File: src/rtl/rect_draw_arbiter_pkg.sv
// Shared definitions for the rectangle draw arbiter: screen limits, requester
// indices, field widths and the FSM state encoding.
package rect_draw_arbiter_pkg;

    localparam int NUM_REQ  = 3;
    localparam int SCREEN_W = 160;
    localparam int SCREEN_H = 120;

    localparam int REQ_LOAD = 0;
    localparam int REQ_BALL = 1;
    localparam int REQ_PLAT = 2;

    localparam int COORD_W  = 10;
    localparam int SIZE_W   = 6;
    localparam int COLOUR_W = 3;

    typedef enum logic [1:0] {
        IDLE = 2'd0,
        DRAW = 2'd1,
        DONE = 2'd2
    } state_t;

    function automatic logic onScreen(input logic [COORD_W-1:0] x,
                                      input logic [COORD_W-1:0] y);
        return (x < COORD_W'(SCREEN_W)) && (y < COORD_W'(SCREEN_H));
    endfunction

endpackage

File: src/rtl/rect_draw_arbiter_if.sv
// Request/grant bundle between the requesting FSMs and the arbiter, plus the
// pixel port the arbiter drives towards the VGA adapter.
interface rect_draw_arbiter_if
    import rect_draw_arbiter_pkg::*;
#(
    parameter int NREQ = NUM_REQ
);
    logic [NREQ-1:0]          req;
    logic [NREQ*COORD_W-1:0]  x_in;
    logic [NREQ*COORD_W-1:0]  y_in;
    logic [NREQ*SIZE_W-1:0]   w_in;
    logic [NREQ*SIZE_W-1:0]   h_in;
    logic [NREQ*COLOUR_W-1:0] colour_in;
    logic [NREQ-1:0]          gnt;
    logic [NREQ-1:0]          done;
    logic                     busy;
    logic [COORD_W-1:0]       vga_x;
    logic [COORD_W-1:0]       vga_y;
    logic [COLOUR_W-1:0]      vga_colour;
    logic                     plot;

    modport master (
        output req, x_in, y_in, w_in, h_in, colour_in,
        input  gnt, done, busy, vga_x, vga_y, vga_colour, plot
    );

    modport slave (
        input  req, x_in, y_in, w_in, h_in, colour_in,
        output gnt, done, busy, vga_x, vga_y, vga_colour, plot
    );

endinterface

File: src/rtl/rect_draw_arbiter_rr_pick.sv
// Combinational round-robin picker: the first set request after i_last
// (wrapping, i_last itself checked last) wins.
module rect_draw_arbiter_rr_pick #(
    parameter int N    = 3,
    parameter int IDXW = 2
) (
    input  logic [N-1:0]    i_req,
    input  logic [IDXW-1:0] i_last,
    output logic [N-1:0]    o_grant,
    output logic            o_valid
);
    localparam int SUMW = IDXW + 1;

    logic [SUMW-1:0] w_sum;
    logic [IDXW-1:0] w_idx;
    logic            w_found;

    // i_last + k never exceeds 2N-1, so a single subtraction gives the modulo
    always_comb begin
        o_grant = '0;
        w_found = 1'b0;
        w_sum   = '0;
        w_idx   = '0;
        for (int k = 1; k <= N; k++) begin
            w_sum = SUMW'(i_last) + SUMW'(k);
            if (w_sum >= SUMW'(N)) begin
                w_sum = w_sum - SUMW'(N);
            end
            w_idx = w_sum[IDXW-1:0];
            if (!w_found && i_req[w_idx]) begin
                o_grant[w_idx] = 1'b1;
                w_found        = 1'b1;
            end
        end
    end

    assign o_valid = |i_req;

endmodule

File: src/rtl/rect_draw_arbiter.sv
// Shares the VGA plot port between NREQ rectangle requesters: grants
// round-robin, then sweeps the latched rectangle one pixel per clock.
module rect_draw_arbiter
    import rect_draw_arbiter_pkg::*;
#(
    parameter int NREQ = NUM_REQ
) (
    input  logic                clk,
    input  logic                reset,
    rect_draw_arbiter_if.slave  bus
);
    localparam int IDXW = (NREQ > 1) ? $clog2(NREQ) : 1;

    state_t               r_state;
    logic [IDXW-1:0]      r_rrLast;
    logic [IDXW-1:0]      r_owner;
    logic [NREQ-1:0]      r_ownerOh;
    logic [NREQ-1:0]      r_gnt;
    logic [NREQ-1:0]      r_done;
    logic                 r_busy;
    logic                 r_plot;
    logic [COORD_W-1:0]   r_vgaX;
    logic [COORD_W-1:0]   r_vgaY;
    logic [COLOUR_W-1:0]  r_vgaColour;
    logic [COORD_W-1:0]   r_x0;
    logic [COORD_W-1:0]   r_y0;
    logic [SIZE_W-1:0]    r_w;
    logic [SIZE_W-1:0]    r_h;
    logic [SIZE_W-1:0]    r_cx;
    logic [SIZE_W-1:0]    r_cy;
    logic                 r_zero;

    logic [NREQ-1:0]      w_win;
    logic                 w_valid;
    logic [IDXW-1:0]      w_winIdx;
    logic [COORD_W-1:0]   w_selX;
    logic [COORD_W-1:0]   w_selY;
    logic [SIZE_W-1:0]    w_selW;
    logic [SIZE_W-1:0]    w_selH;
    logic [COLOUR_W-1:0]  w_selColour;
    logic                 w_endOfRow;
    logic                 w_lastPixel;
    logic [SIZE_W-1:0]    w_nextCx;
    logic [SIZE_W-1:0]    w_nextCy;
    logic [COORD_W-1:0]   w_pixX;
    logic [COORD_W-1:0]   w_pixY;

    rect_draw_arbiter_rr_pick #(.N(NREQ), .IDXW(IDXW)) u_rrPick (
        .i_req   (bus.req),
        .i_last  (r_rrLast),
        .o_grant (w_win),
        .o_valid (w_valid)
    );

    always_comb begin
        w_winIdx    = '0;
        w_selX      = '0;
        w_selY      = '0;
        w_selW      = '0;
        w_selH      = '0;
        w_selColour = '0;
        for (int i = 0; i < NREQ; i++) begin
            if (w_win[i]) begin
                w_winIdx    = IDXW'(i);
                w_selX      = bus.x_in[COORD_W*i +: COORD_W];
                w_selY      = bus.y_in[COORD_W*i +: COORD_W];
                w_selW      = bus.w_in[SIZE_W*i +: SIZE_W];
                w_selH      = bus.h_in[SIZE_W*i +: SIZE_W];
                w_selColour = bus.colour_in[COLOUR_W*i +: COLOUR_W];
            end
        end
    end

    // Raster step from the pixel currently on the port to the next one
    always_comb begin
        w_endOfRow  = (r_cx == r_w - 6'd1);
        w_lastPixel = r_zero || (w_endOfRow && (r_cy == r_h - 6'd1));
        w_nextCx    = w_endOfRow ? '0 : r_cx + 6'd1;
        w_nextCy    = w_endOfRow ? r_cy + 6'd1 : r_cy;
        w_pixX      = r_x0 + COORD_W'(w_nextCx);
        w_pixY      = r_y0 + COORD_W'(w_nextCy);
    end

    always_ff @(posedge clk) begin
        if (reset) begin
            r_state     <= IDLE;
            r_rrLast    <= IDXW'(NREQ - 1);
            r_owner     <= '0;
            r_ownerOh   <= '0;
            r_gnt       <= '0;
            r_done      <= '0;
            r_busy      <= 1'b0;
            r_plot      <= 1'b0;
            r_vgaX      <= '0;
            r_vgaY      <= '0;
            r_vgaColour <= '0;
            r_x0        <= '0;
            r_y0        <= '0;
            r_w         <= '0;
            r_h         <= '0;
            r_cx        <= '0;
            r_cy        <= '0;
            r_zero      <= 1'b0;
        end else begin
            r_gnt  <= '0;
            r_done <= '0;
            case (r_state)
                // The first pixel is launched together with the grant
                IDLE: begin
                    if (w_valid) begin
                        r_x0        <= w_selX;
                        r_y0        <= w_selY;
                        r_w         <= w_selW;
                        r_h         <= w_selH;
                        r_zero      <= (w_selW == '0) || (w_selH == '0);
                        r_owner     <= w_winIdx;
                        r_ownerOh   <= w_win;
                        r_cx        <= '0;
                        r_cy        <= '0;
                        r_gnt       <= w_win;
                        r_busy      <= 1'b1;
                        r_vgaX      <= w_selX;
                        r_vgaY      <= w_selY;
                        r_vgaColour <= w_selColour;
                        r_plot      <= (w_selW != '0) && (w_selH != '0)
                                       && onScreen(w_selX, w_selY);
                        r_state     <= DRAW;
                    end
                end
                DRAW: begin
                    if (w_lastPixel) begin
                        r_plot  <= 1'b0;
                        r_done  <= r_ownerOh;
                        r_state <= DONE;
                    end else begin
                        r_cx   <= w_nextCx;
                        r_cy   <= w_nextCy;
                        r_vgaX <= w_pixX;
                        r_vgaY <= w_pixY;
                        r_plot <= onScreen(w_pixX, w_pixY);
                    end
                end
                DONE: begin
                    r_rrLast <= r_owner;
                    r_busy   <= 1'b0;
                    r_state  <= IDLE;
                end
                default: r_state <= IDLE;
            endcase
        end
    end

    assign bus.gnt        = r_gnt;
    assign bus.done       = r_done;
    assign bus.busy       = r_busy;
    assign bus.plot       = r_plot;
    assign bus.vga_x      = r_vgaX;
    assign bus.vga_y      = r_vgaY;
    assign bus.vga_colour = r_vgaColour;

endmodule

File: src/flat_wrapper.sv
// flat-port wrapper written by rule: the top's interface ports become plain ports
module rect_draw_arbiter_flat import rect_draw_arbiter_pkg::*;
#(
    parameter int NREQ = NUM_REQ
)
  (clk, reset, bus_req, bus_x_in, bus_y_in, bus_w_in, bus_h_in, bus_colour_in, bus_gnt, bus_done, bus_busy, bus_vga_x, bus_vga_y, bus_vga_colour, bus_plot);
  rect_draw_arbiter_if #(.NREQ(NREQ)) bus_i ();
  input  logic clk;
  input  logic reset;
  input wire logic [$bits(bus_i.req)-1:0] bus_req;
  input wire logic [$bits(bus_i.x_in)-1:0] bus_x_in;
  input wire logic [$bits(bus_i.y_in)-1:0] bus_y_in;
  input wire logic [$bits(bus_i.w_in)-1:0] bus_w_in;
  input wire logic [$bits(bus_i.h_in)-1:0] bus_h_in;
  input wire logic [$bits(bus_i.colour_in)-1:0] bus_colour_in;
  output wire logic [$bits(bus_i.gnt)-1:0] bus_gnt;
  output wire logic [$bits(bus_i.done)-1:0] bus_done;
  output wire logic [$bits(bus_i.busy)-1:0] bus_busy;
  output wire logic [$bits(bus_i.vga_x)-1:0] bus_vga_x;
  output wire logic [$bits(bus_i.vga_y)-1:0] bus_vga_y;
  output wire logic [$bits(bus_i.vga_colour)-1:0] bus_vga_colour;
  output wire logic [$bits(bus_i.plot)-1:0] bus_plot;
  assign bus_i.req = bus_req;
  assign bus_i.x_in = bus_x_in;
  assign bus_i.y_in = bus_y_in;
  assign bus_i.w_in = bus_w_in;
  assign bus_i.h_in = bus_h_in;
  assign bus_i.colour_in = bus_colour_in;
  assign bus_gnt = bus_i.gnt;
  assign bus_done = bus_i.done;
  assign bus_busy = bus_i.busy;
  assign bus_vga_x = bus_i.vga_x;
  assign bus_vga_y = bus_i.vga_y;
  assign bus_vga_colour = bus_i.vga_colour;
  assign bus_plot = bus_i.plot;
  rect_draw_arbiter #(.NREQ(NREQ)) u_core (.clk(clk), .reset(reset), .bus(bus_i));
endmodule
File: config.mk
export PLATFORM = sky130hd
export DESIGN_NAME = rect_draw_arbiter_flat
export DESIGN_NICKNAME = d
export VERILOG_FILES = /design/src/rtl/rect_draw_arbiter_pkg.sv /design/src/rtl/rect_draw_arbiter_if.sv /design/src/rtl/rect_draw_arbiter_rr_pick.sv /design/src/rtl/rect_draw_arbiter.sv /design/src/flat_wrapper.sv
export SDC_FILE = /design/constraint.sdc
export NUM_CORES = 1
export LEC_CHECK = 0
export CAP_MARGIN = 10
export CORE_MARGIN = 2
export CORE_UTILIZATION = 51
export CTS_BUF_LIST = sky130_fd_sc_hd__clkbuf_2
export CTS_CLUSTER_DIAMETER = 120
export CTS_CLUSTER_SIZE = 24
export DETAILED_ROUTE_END_ITERATION = 7
export PLACE_DENSITY_LB_ADDON = 0.12
export SETUP_SLACK_MARGIN = 0.02
export SLEW_MARGIN = 10
export SYNTH_ARGS = -nofsm -noshare
export SYNTH_HDL_FRONTEND = slang
export SYNTH_SLANG_ARGS = --single-unit
File: constraint.sdc
create_clock -name clk -period 4.65 [get_ports clk]
set_input_delay 1.1625 -clock clk [delete_from_list [all_inputs] [get_ports clk]]
set_output_delay 1.1625 -clock clk [all_outputs]
set_load 0.01 [all_outputs]
==> run metrics, run 1 <==
status finished clean; RR Endpoint u_core.bus.plot$_SDFFE_PP0P_; fmax 231.6 MHz; startpoint types flop; layout cell share with drive strength beyond 1 0.06115; GP Congestion 0.8794; Rel. slew slack 0.4137; Final Non-Filler Cells 971; commonest non-fill, non-tap cells in the layout clkdlybuf4s50_1, nor2_1, nand2_1; WL met1 7381 µm; Setup CP Type reg2reg; clock-pin slew of the registers on the worst-case setup and hold paths 0.24 ns; largest family of logic cells by synthesized area simple AND/OR/NAND/NOR gates; worst slack, placed -0.3046 ns; Core ar. 0.01023 mm²; worst slew pin tran 0.8793 ns; Yosys Warn Count 0; final wirelength 16630 µm; fin worst setup slack 0.3331 ns; Reg area 0.001682 mm²; Iter 0 DRT Violations 499; Fillers 888; root buffer cell clkbuf_2; register area share after synthesis 0.3154; Die ar. 0.01129 mm²; RSZ-0062 raised after global routing no; Simple-Gate Fraction of Synth Area 0.2577; Data required, critical path 5.15 ns; Final Cycle Share 0.9284; GRT Overall Usage 0.2899; maximum number of pins on one net before global-route repair 56; initial core utilization 0.5211; Switching Power 0.7208 mW; clk sink count 84; Pins Over Slew Limit 0; DR WL met2 7816 µm; Synth Cell Area 0.005331 mm²; net count after synthesis 846; R2R Setup Slk 0.33 ns; crit path from u_core.r_w[0]$_SDFFE_PP0P_; commonest non-fill, non-tap cell in the layout clkdlybuf4s50_1; final setup TNS 0 ns; min Tclk post-route 4.317 ns; first-pass GRT wire length 26360 µm; CTS H-tree lvls 3; vias per cell 5.878; Synth Area in Adders 0.05867; Max-Cap Viols 0; sw frac 0.3531; total setup buffers inserted after CTS 0; Comb power frac 0.360; clock skew 0.02783 ns; via count 5708; Cell Count Post-Placement 953; Routed Antenna Nets 0; worst reg-to-reg path cell count 19; num rows 37; # nets final 962; Hold WC Path Type reg2reg; compound-cell area share of the yosys netlist 0.2417; area of the multi-input gates 0.003377 mm²; DRC Markers 0; mux cell area share after synthesis 0.009622; post-synthesis area per instance 7.477 µm²; Sequential Power Share 0.422; CTS Buf Count 9; fraction of registers with async set/reset 0; hold wc startpoint u_core.bus.vga_y[9]$_SDFFE_PP0P_; Peak VDD IR 0.1346 mV; setup violators final 0; CTS Hold Bufs 0; die height 106.2 µm; final hold viol count 0; GRT Residual Overflow 0; Primary FF master, synth dfxtp_1; top layer in use met4; later-pin clock latency in the skew report 0.55 ns; TritonCTS clock tree done; Port Buffers 140; library cells used by synthesis 66; Area Overhead vs Synth 30.93%; Critical Path Fanout Max 8; internal power 1.320 mW; CP Capture Type flop; xor/xnor share of the synthesized area 0.06078; vias in the first global route 5438; Clock Power Share 0.217; Post-synth EDFFs 0; Post-DP HPWL 12070 µm; WL met3 1208 µm; Post-Synthesis Cells 713; drt first pass iters 5; CTS max path bufs 2; Die Wd 106.2 µm; R2R Path Start u_core.r_w[0]$_SDFFE_PP0P_; Worst Path Arrival 4.81 ns; leakage 2.744 nW; Routed wire per std cell 17.12 µm; flops & latches, synth 84; Pwr Density 292.4 mW/mm²; initial antenna violation count 1; worst setup path end u_core.bus.plot$_SDFFE_PP0P_; IO Pins 141
[how the worst min path moves through the flow]
stage	endpoint	slack, ns	cells past startpoint
floorplan	u_core.bus.done[0]$_SDFF_PP0_	0.43	1
global placement	u_core.bus.vga_x[3]$_SDFFE_PP0P_	0.44	2
detailed placement	u_core.bus.vga_y[8]$_SDFFE_PP0P_	0.45	2
CTS	u_core.bus.vga_x[3]$_SDFFE_PP0P_	0.48	2
global route	u_core.r_owner[0]$_SDFFE_PP0P_	0.49	2
finish	u_core.bus.vga_y[9]$_SDFFE_PP0P_	0.48	2
[synthesized netlist by cell type, types with 8 or more instances]
library cell / count / area, µm²
nor3_1: 27 / 135.1
a21o_1: 9 / 67.56
nand2_1: 87 / 326.6
clkbuf_1: 40 / 150.1
nor2_1: 129 / 484.2
xor2_1: 12 / 105.1
a211oi_1: 15 / 112.6
xnor2_1: 25 / 219.0
a21oi_1: 59 / 295.3
nand3_1: 16 / 80.08
ha_1: 21 / 262.8
o21ai_0: 11 / 55.05
inv_1: 17 / 63.81
dfxtp_1: 84 / 1682
a221oi_1: 35 / 306.5
nand2b_1: 8 / 50.05
[critical path, stage by stage, from the launching register on]
cell and delay [ns]:
dfxtp_1 0.52, inv_1 0.08, ha_1 0.25, xnor2_1 0.14
a21o_1 0.18, o21ai_0 0.31, and2_4 0.27, mux2i_1 0.26
inv_1 0.08, ha_1 0.29, a21o_1 0.18, a21oi_1 0.22
nor2_1 0.08, o31a_1 0.28, o21a_1 0.21, mux2i_1 0.16
o2111ai_1 0.15, nor3_1 0.22, nand4b_1 0.17, a311oi_2 0.21
[routing by layer]
metal	vias to the layer above	global-route usage
li1	2763	-
met1	2678	0.3855
met2	248	0.4913
met3	19	0.04414
met4	0	0.07425
met5	-	0
[state kept, by name, summed over array words and instances, names as in the netlist, 2 cells and up]
signal                 count
u_core.bus.vga_colour      3
u_core.bus.done            3
u_core.r_ownerOh           3
u_core.r_cx                6
u_core.bus.vga_y          10
u_core.r_rrLast            2
u_core.bus.gnt             3
u_core.r_w                 6
u_core.bus.vga_x          10
u_core.r_y0               10
u_core.r_x0               10
u_core.r_cy                6
u_core.r_state             2
u_core.r_h                 6
[power by group through the flow]
stage               sequential, mW  clock [mW]  combinational, mW
finish                       0.862       0.443              0.736
global route                 0.871       0.475              0.805
CTS                          0.860       0.446              0.726
detailed placement           0.874           0              0.723
global placement             0.870           0              0.709
floorplan                    0.871           0              0.423
[per-stage QoR]
| step | util | hold WS [ns] | cell area [µm²] | power, mW |
|---|---|---|---|---|
| 2_1_floorplan | - | 0.4305 | 5331 | 1.294 |
| 3_3_place_gp | 0.6661 | 0.4369 | 6815 | 1.579 |
| 3_5_place_dp | 0.6661 | 0.4510 | 6815 | 1.597 |
| 4_1_cts | 0.6797 | 0.4753 | 6954 | 2.032 |
| 5_1_grt | 0.6823 | 0.4918 | 6980 | 2.152 |
| 6_report | 0.6823 | 0.4754 | 6980 | 2.041 |
[timing repair]
action | CTS | global route
endpoints found under the setup margin | 0 | 5
hold endpoints to repair | 0 | 0
gates resized for setup | 0 | 4
[cells by family after synthesis]
family	after synthesis
compound gates	182
buf+inv	71
flops	84
fa+ha+maj	24
simple gates	310
mux	5
xor+xnor	37
[layout make-up]
| class | instances | area share |
|---|---|---|
| clock inverter | 6 | 0.01273 |
| clock buffer | 10 | 0.007170 |
| timing repair buffer | 159 | 0.2215 |
| multi-input combinational | 558 | 0.4838 |
| inverter | 17 | 0.009141 |
| sequential | 84 | 0.2409 |
| tap | 136 | 0.02438 |
| antenna | 1 | 0.0003585 |
(Power assumes the default switching activity.)
==> run 2, diff against run 1 <==
SYNTH_HIERARCHICAL = 1   (was not set)
==> run 2 against run 1 <==
  * Cell area down 0.91%
  * Clock-buffer cell count unchanged
  * Worst setup slack better by 0.0037 ns
  * Clock power down 15%
  * Power down 6.8%
  * Sequential cell count unchanged
  * Die area down 0.66%
  * Routed wire length up 1.8%
  * Fmax about the same
  * Synthesized cell count down 2.2%
  * Non-clock buffer count down 7
  * Clock skew up 0.00067 ns
  * Largest cell class unchanged
  * Highest routed layer unchanged
==> run metrics, run 2 <==
CTS max path bufs 2 (unchanged); R2R Path Start u_core/r_w[0]$_SDFFE_PP0P_ (was u_core.r_w[0]$_SDFFE_PP0P_); Rel. slew slack 0.3257 (was 0.4137); Sequential Power Share 0.444 (was 0.422); Iter 0 DRT Violations 402 (was 499); GRT Overall Usage 0.3036 (was 0.2899); IO Pins 141 (unchanged); Reg area 0.001682 mm² (unchanged); final setup TNS 0 ns (unchanged); fmax 231.8 MHz (was 231.6 MHz); CP max stage delay 0.51 ns (was 0.52 ns); CTS Hold Bufs 0 (unchanged); Final Non-Filler Cells 956 (was 971); Die ar. 0.01121 mm² (was 0.01129 mm²); area fraction of the dominant cell type after synthesis 0.3176 (was 0.3154); worst slew pin tran 0.9984 ns (was 0.8793 ns); Port Buffers 140 (unchanged); Max-Cap Viols 0 (unchanged); Data required, critical path 5.08 ns (was 5.15 ns); Routed wire per std cell 17.70 µm (was 17.12 µm); Finished Core Util 0.6791 (was 0.6823); maximum number of pins on one net before global-route repair 46 (was 56); GRT Residual Overflow 0 (unchanged); CTS H-tree lvls 3 (unchanged); Pwr Density 275.1 mW/mm² (was 292.4 mW/mm²); Pins Over Slew Limit 0 (unchanged); net count after synthesis 831 (was 846); min Tclk post-route 4.313 ns (was 4.317 ns); TritonCTS clock tree done (unchanged); internal power 1.224 mW (was 1.320 mW); fin worst setup slack 0.3368 ns (was 0.3331 ns); drt first pass iters 5 (unchanged); Core ar. 0.01018 mm² (was 0.01023 mm²); # nets final 949 (was 962); initial core utilization 0.5199 (was 0.5211); fraction of registers with async set/reset 0 (unchanged); commonest cells in the synthesized netlist nand2_1, dfxtp_1, nor2_1, a21oi_1, o21ai_0 (was nor2_1, nand2_1, dfxtp_1, a21oi_1, clkbuf_1); register area share after synthesis 0.3176 (was 0.3154); Area Overhead vs Synth 30.62% (was 30.93%); largest cells by area after synthesis dfxtp_1, nand2_1, a21oi_1 (was dfxtp_1, nor2_1, nand2_1); Area after DPL 0.006808 mm² (was 0.006815 mm²); Die Wd 105.9 µm (was 106.2 µm); clk sink count 84 (unchanged); final wirelength 16920 µm (was 16630 µm); clock-pin slew of the registers on the worst-case setup and hold paths 0.23 ns (was 0.24 ns); commonest non-fill, non-tap cells in the layout clkdlybuf4s50_1, nand2_1, dfxtp_1 (was clkdlybuf4s50_1, nor2_1, nand2_1); Post-Synthesis Cells 697 (was 713); crit path from u_core/r_w[0]$_SDFFE_PP0P_ (was u_core.r_w[0]$_SDFFE_PP0P_); commonest non-fill, non-tap cell in the layout clkdlybuf4s50_1 (unchanged); Hold WC Path Type reg2reg (unchanged); total setup buffers inserted after CTS 0 (unchanged); initial antenna violation count 0 (was 1); CP Capture Type flop (unchanged); Post-synth EDFFs 0 (unchanged); DRC Markers 0 (unchanged); setup violators final 0 (unchanged); GP Congestion 1.007 (was 0.8794); Routed Antenna Nets 0 (unchanged); layout cell share with drive strength beyond 1 0.05488 (was 0.06115); Comb power frac 0.358 (was 0.360); via count 5584 (was 5708); area of the multi-input gates 0.003406 mm² (was 0.003377 mm²); Primary FF master, synth dfxtp_1 (unchanged); Hold WS 0.4746 ns (was 0.4754 ns); Post-DP HPWL 13210 µm (was 12070 µm); vias in the first global route 5356 (was 5438); post-synth top area cell dfxtp_1 (unchanged); Setup CP Type reg2reg (unchanged); clock skew 0.02850 ns (was 0.02783 ns); total power 1.903 mW (was 2.041 mW); CTS Buf Count 9 (unchanged); final hold viol count 0 (unchanged); Cell Count Post-Placement 940 (was 953); most frequent cell after synthesis nand2_1 (was nor2_1); status finished clean (unchanged); worst path bufs/invs 2 (unchanged); hold wc startpoint u_core/bus.vga_colour[0]$_SDFFE_PP0P_ (was u_core.bus.vga_y[9]$_SDFFE_PP0P_); ANT cells 0 (was 1); slowest cell on the critical path dfxtp_1 (unchanged); first-pass GRT wire length 26980 µm (was 26360 µm); later-pin clock latency in the skew report 0.55 ns (about the same); sw frac 0.3567 (was 0.3531); Synth Cell Area 0.005295 mm² (was 0.005331 mm²); num rows 37 (unchanged); worst slack, placed 0.2902 ns (was -0.3046 ns); startpoint types flop (unchanged); Worst Path Arrival 4.74 ns (was 4.81 ns); fin area 0.006917 mm² (was 0.006980 mm²); Peak VDD IR 0.1361 mV (was 0.1346 mV); die height 105.9 µm (was 106.2 µm); vias per cell 5.841 (was 5.878); Fillers 864 (was 888); Clock Power Share 0.198 (was 0.217); RSZ-0062 raised after global routing no (unchanged); Switching Power 0.6786 mW (was 0.7208 mW); Final Cycle Share 0.9276 (was 0.9284); leakage 2.682 nW (was 2.744 nW); Critical Path Fanout Max 15 (was 8); flops & latches, synth 84 (unchanged); Yosys Warn Count 6 (was 0); crit-path cells inv_1 > ha_1 > nand2b_1 > o211a_1 > o31a_1 > nor2_1 > buf_4 > nor2_1 > ha_1 > fa_1 > a211oi_1 > o21bai_1 > a21oi_1 > xnor2_1 > o21ai_0 > nand4_1 > o41ai_1 (was inv_1 > ha_1 > xnor2_1 > a21o_1 > o21ai_0 > and2_4 > mux2i_1 > inv_1 > ha_1 > a21o_1 > a21oi_1 > nor2_1 > o31a_1 > o21a_1 > mux2i_1 > o2111ai_1 > nor3_1 > nand4b_1 > a311oi_2); root buffer cell clkbuf_2 (unchanged); library cells used by synthesis 63 (was 66); post-synthesis area per instance 7.597 µm² (was 7.477 µm²); delay-heaviest family, CP compound AO/OA/AOI/OAI gates (unchanged)
-- run 2: cell count changes in the layout (fill, tap and decap cells not counted), sizes merged, moves of 16 or more --
cell    before  now
nor2       130   78
nor3        27   11
nand2       87  108
a22oi        2   24
a221oi      36    3
o21ai       13   40
-- run 2: cell families (layout without fill, tap and decap cells) --
group | Yosys count | count (layout) | synth area share
adders and majority gates | 24 | 24 | 0.05955
muxes | 9 | 9 | 0.01725
AOI/OAI and AO/OA | 215 | 215 | 0.2668
DFF | 84 | 84 | 0.3176
and+or+nand+nor | 268 | 268 | 0.2351
buffers and inverters | 63 | 186 | 0.04750
xor gates and xnor gates | 34 | 34 | 0.05624
-- run 2: power by group through the flow --
stage	combinational (mW)	clock (mW)	sequential [mW]
floorplan	0.377	0	0.862
global placement	0.658	0	0.855
detailed placement	0.672	0	0.859
CTS	0.674	0.377	0.845
global route	0.740	0.411	0.854
finish	0.682	0.376	0.845
-- run 2: worst paths after layout --
| path | endpoint | slack (ns) | cells past startpoint |
|---|---|---|---|
| min reg2reg | u_core/bus.vga_colour[0]$_SDFFE_PP0P_ | 0.47 | 2 |
| min | u_core/bus.vga_colour[0]$_SDFFE_PP0P_ | 0.47 | 2 |
| max reg2reg | u_core/bus.plot$_SDFFE_PP0P_ | 0.34 | 17 |
| max | u_core/bus.plot$_SDFFE_PP0P_ | 0.34 | 17 |
-- run 2: layout make-up --
class,count,area share
multi-input cells,550,0.4924
flip-flops and latches,84,0.2431
repair buffers,152,0.2149
clock inverters,6,0.007959
well taps,136,0.02460
clock buffers,10,0.007236
inverters,18,0.009768
-- run 2: worst min-delay path: cells and delay by family (launching register included) --
family | cells | cell delay (ns)
flops | 1 | 0.36
simple gates | 1 | 0.05
compound gates | 1 | 0.05
-- run 2: what timing repair did --
action / CTS / global route
hold endpoints to repair: 0 / 0
gates resized for setup: 0 / 1
endpoints found under the setup margin: 0 / 1
-- run 2: layer usage --
metal  routed length (µm)  global-route usage
met5                    0                   0
met1                 7238              0.4042
met3                 1340             0.05886
met4                  300             0.09117
met2                 8043              0.5000
==> run 3, diff against run 2 <==
ABC_AREA = 0   (was not set)
clock period = 4.5 ns   (was 4.65 ns; I/O delays follow)
==> run 3 against run 2 <==
  * Core utilization up 0.45 points
  * Largest power group unchanged
  * Critical path type unchanged
  * Highest routed layer unchanged
  * Sequential power is 3.2% higher
  * Sequential share of layout area decreased by 0.16 points
  * Non-clock buffer count grew 1
  * Via count shrank 0.48%
==> run metrics, run 3 (same netlist as run 2, synthesis figures left out) <==
status finished clean (unchanged); Fillers 891 (was 864); clock-pin slew of the registers on the worst-case setup and hold paths 0.27 ns (was 0.23 ns); final wirelength 16720 µm (was 16920 µm); worst reg-to-reg path cell count 16 (was 17); CTS H-tree lvls 3 (unchanged); clk sink count 84 (unchanged); final setup TNS 0 ns (unchanged); GRT Residual Overflow 0 (unchanged); Peak VDD IR 0.1369 mV (was 0.1361 mV); CP Capture Type flop (unchanged); Cell Count Post-Placement 941 (was 940); setup violators final 0 (unchanged); vias in the first global route 5295 (was 5356); DRC Markers 0 (unchanged); Data required, critical path 4.93 ns (was 5.08 ns); Routed Antenna Nets 0 (unchanged); Port Buffers 140 (unchanged); Post-DP HPWL 13170 µm (was 13210 µm); TritonCTS clock tree done (unchanged); Final Non-Filler Cells 957 (was 956); IO Pins 141 (unchanged); Pins Over Slew Limit 0 (unchanged); Iter 0 DRT Violations 469 (was 402); RSZ-0062 raised after global routing no (unchanged); vias per cell 5.807 (was 5.841); CTS max path bufs 2 (unchanged); met2 usage 0.4977 (was 0.5000); layout cell share with drive strength beyond 1 0.05481 (was 0.05488); fin area 0.006963 mm² (was 0.006917 mm²); M3 GR Usage 0.05518 (was 0.05886); GP Congestion 1.004 (was 1.007); initial antenna violation count 0 (unchanged); ANT cells 0 (unchanged); commonest non-fill, non-tap cell in the layout clkdlybuf4s50_1 (unchanged); Hold WC Path Type reg2reg (unchanged); GRT Overall Usage 0.2984 (was 0.3036); num rows 37 (unchanged); Max-Cap Viols 0 (unchanged); Setup CP Type reg2reg (unchanged); leakage 2.685 nW (was 2.682 nW); maximum number of pins on one net before global-route repair 44 (was 46); Die ar. 0.01121 mm² (unchanged); # nets final 950 (was 949); Area after DPL 0.006853 mm² (was 0.006808 mm²); commonest non-fill, non-tap cells in the layout clkdlybuf4s50_1, nand2_1, dfxtp_1 (unchanged); Final Cycle Share 0.9219 (was 0.9276); first-pass GRT wire length 26410 µm (was 26980 µm); Worst Path Arrival 4.58 ns (was 4.74 ns); met1 Use GR 0.3899 (was 0.4042); Routed wire per std cell 17.47 µm (was 17.70 µm); clock skew 0.04148 ns (was 0.02850 ns); final hold viol count 0 (unchanged); min Tclk post-route 4.148 ns (was 4.313 ns); Area Overhead vs Synth 31.50% (was 30.62%); Critical Path Fanout Max 6 (was 15); Core ar. 0.01018 mm² (unchanged); gr busiest metal met2 (unchanged); later-pin clock latency in the skew report 0.55 ns (about the same); startpoint types flop (unchanged); via count 5557 (was 5584); Rel. slew slack 0.2735 (was 0.3257); worst slew pin tran 1.076 ns (was 0.9984 ns); drt first pass iters 5 (unchanged); Pwr Density 281.3 mW/mm² (was 275.1 mW/mm²); initial core utilization 0.5199 (unchanged); Die Wd 105.9 µm (unchanged); die height 105.9 µm (unchanged); Cells on Worst Hold Path 1 (was 2); root buffer cell clkbuf_2 (unchanged); fmax 241.1 MHz (was 231.8 MHz); total setup buffers inserted after CTS 0 (unchanged); CTS Buf Count 9 (unchanged)
[run 3: cell types whose count changed in the layout (fill, tap and decap cells not counted), sizes merged]
cell	previous run	this run
clkinv	5	2
buf	13	14
clkinvlp	0	1
bufinv	1	0
inv	18	22
clkbuf	10	9
[run 3: where the power goes]
group / leakage [nW] / internal, mW / switching [mW] / total (mW)
clock network: 0.0629 / 0.0825 / 0.288 / 0.370
logic: 1.93 / 0.330 / 0.386 / 0.716
registers: 0.688 / 0.817 / 0.0557 / 0.872
total: 2.68 / 1.23 / 0.730 / 1.96
[run 3: metrics by stage]
step                      power [mW]  hold slack, ns  setup WS (ns)    util
final                          1.959          0.4710         0.3516  0.6837
after floorplan                1.280          0.4296         0.7927       -
after global placement         1.574          0.4409         0.2217  0.6729
after global routing           2.071          0.4860        0.02165  0.6837
after CTS                      1.957          0.4707         0.2071  0.6829
after detailed placement       1.594          0.4489         0.1081  0.6729
[run 3: area by class of cell]
cell class,count,area [µm²],share of cell area
inverters,18,67.56,0.009704
flip-flops and latches,84,1682,0.2415
multi-input cells,550,3410,0.4897
clock buffers,9,45.04,0.006469
repair buffers,153,1531,0.2199
well taps,136,170.2,0.02444
clock inverters,7,57.56,0.008266
[run 3: metal layers]
metal,vias up,share of wire,wire (µm)
met2,274,0.47,7795
met4,0,0.019,320
met3,25,0.085,1418
met1,2534,0.43,7183
met5,-,0,0
li1,2724,-,-
[run 3: repair_timing]
| item | CTS | global route |
|---|---|---|
| hold buffers | 0 | 0 |
| setup endpoints to repair | 0 | 1 |
| gates resized for setup | 0 | 2 |
| hold endpoints to repair | 0 | 0 |
[run 3: final timing paths]
kind                                                      from                       endpoint  slack [ns]
worst max register to register      u_core/r_w[0]$_SDFFE_PP0P_   u_core/bus.plot$_SDFFE_PP0P_        0.35
worst min-delay path            u_core/r_owner[1]$_SDFFE_PP0P_  u_core/bus.done[2]$_SDFF_PP0_        0.47
worst min register to register  u_core/r_owner[1]$_SDFFE_PP0P_  u_core/bus.done[2]$_SDFF_PP0_        0.47
worst max-delay path                u_core/r_w[0]$_SDFFE_PP0P_   u_core/bus.plot$_SDFFE_PP0P_        0.35
[run 3: critical path, stage by stage, from the launching register on]
cell and delay (ns):
dfxtp_1 0.49, inv_1 0.08, ha_1 0.24, nand2b_1 0.17, o211a_1 0.14, o31a_1 0.36
nor2_4 0.21, nor2_1 0.08, ha_1 0.22, fa_1 0.46, a211oi_1 0.34, o21bai_1 0.14
a21oi_1 0.24, xnor2_1 0.11, o21ai_0 0.24, nand4_1 0.13, o41ai_1 0.37
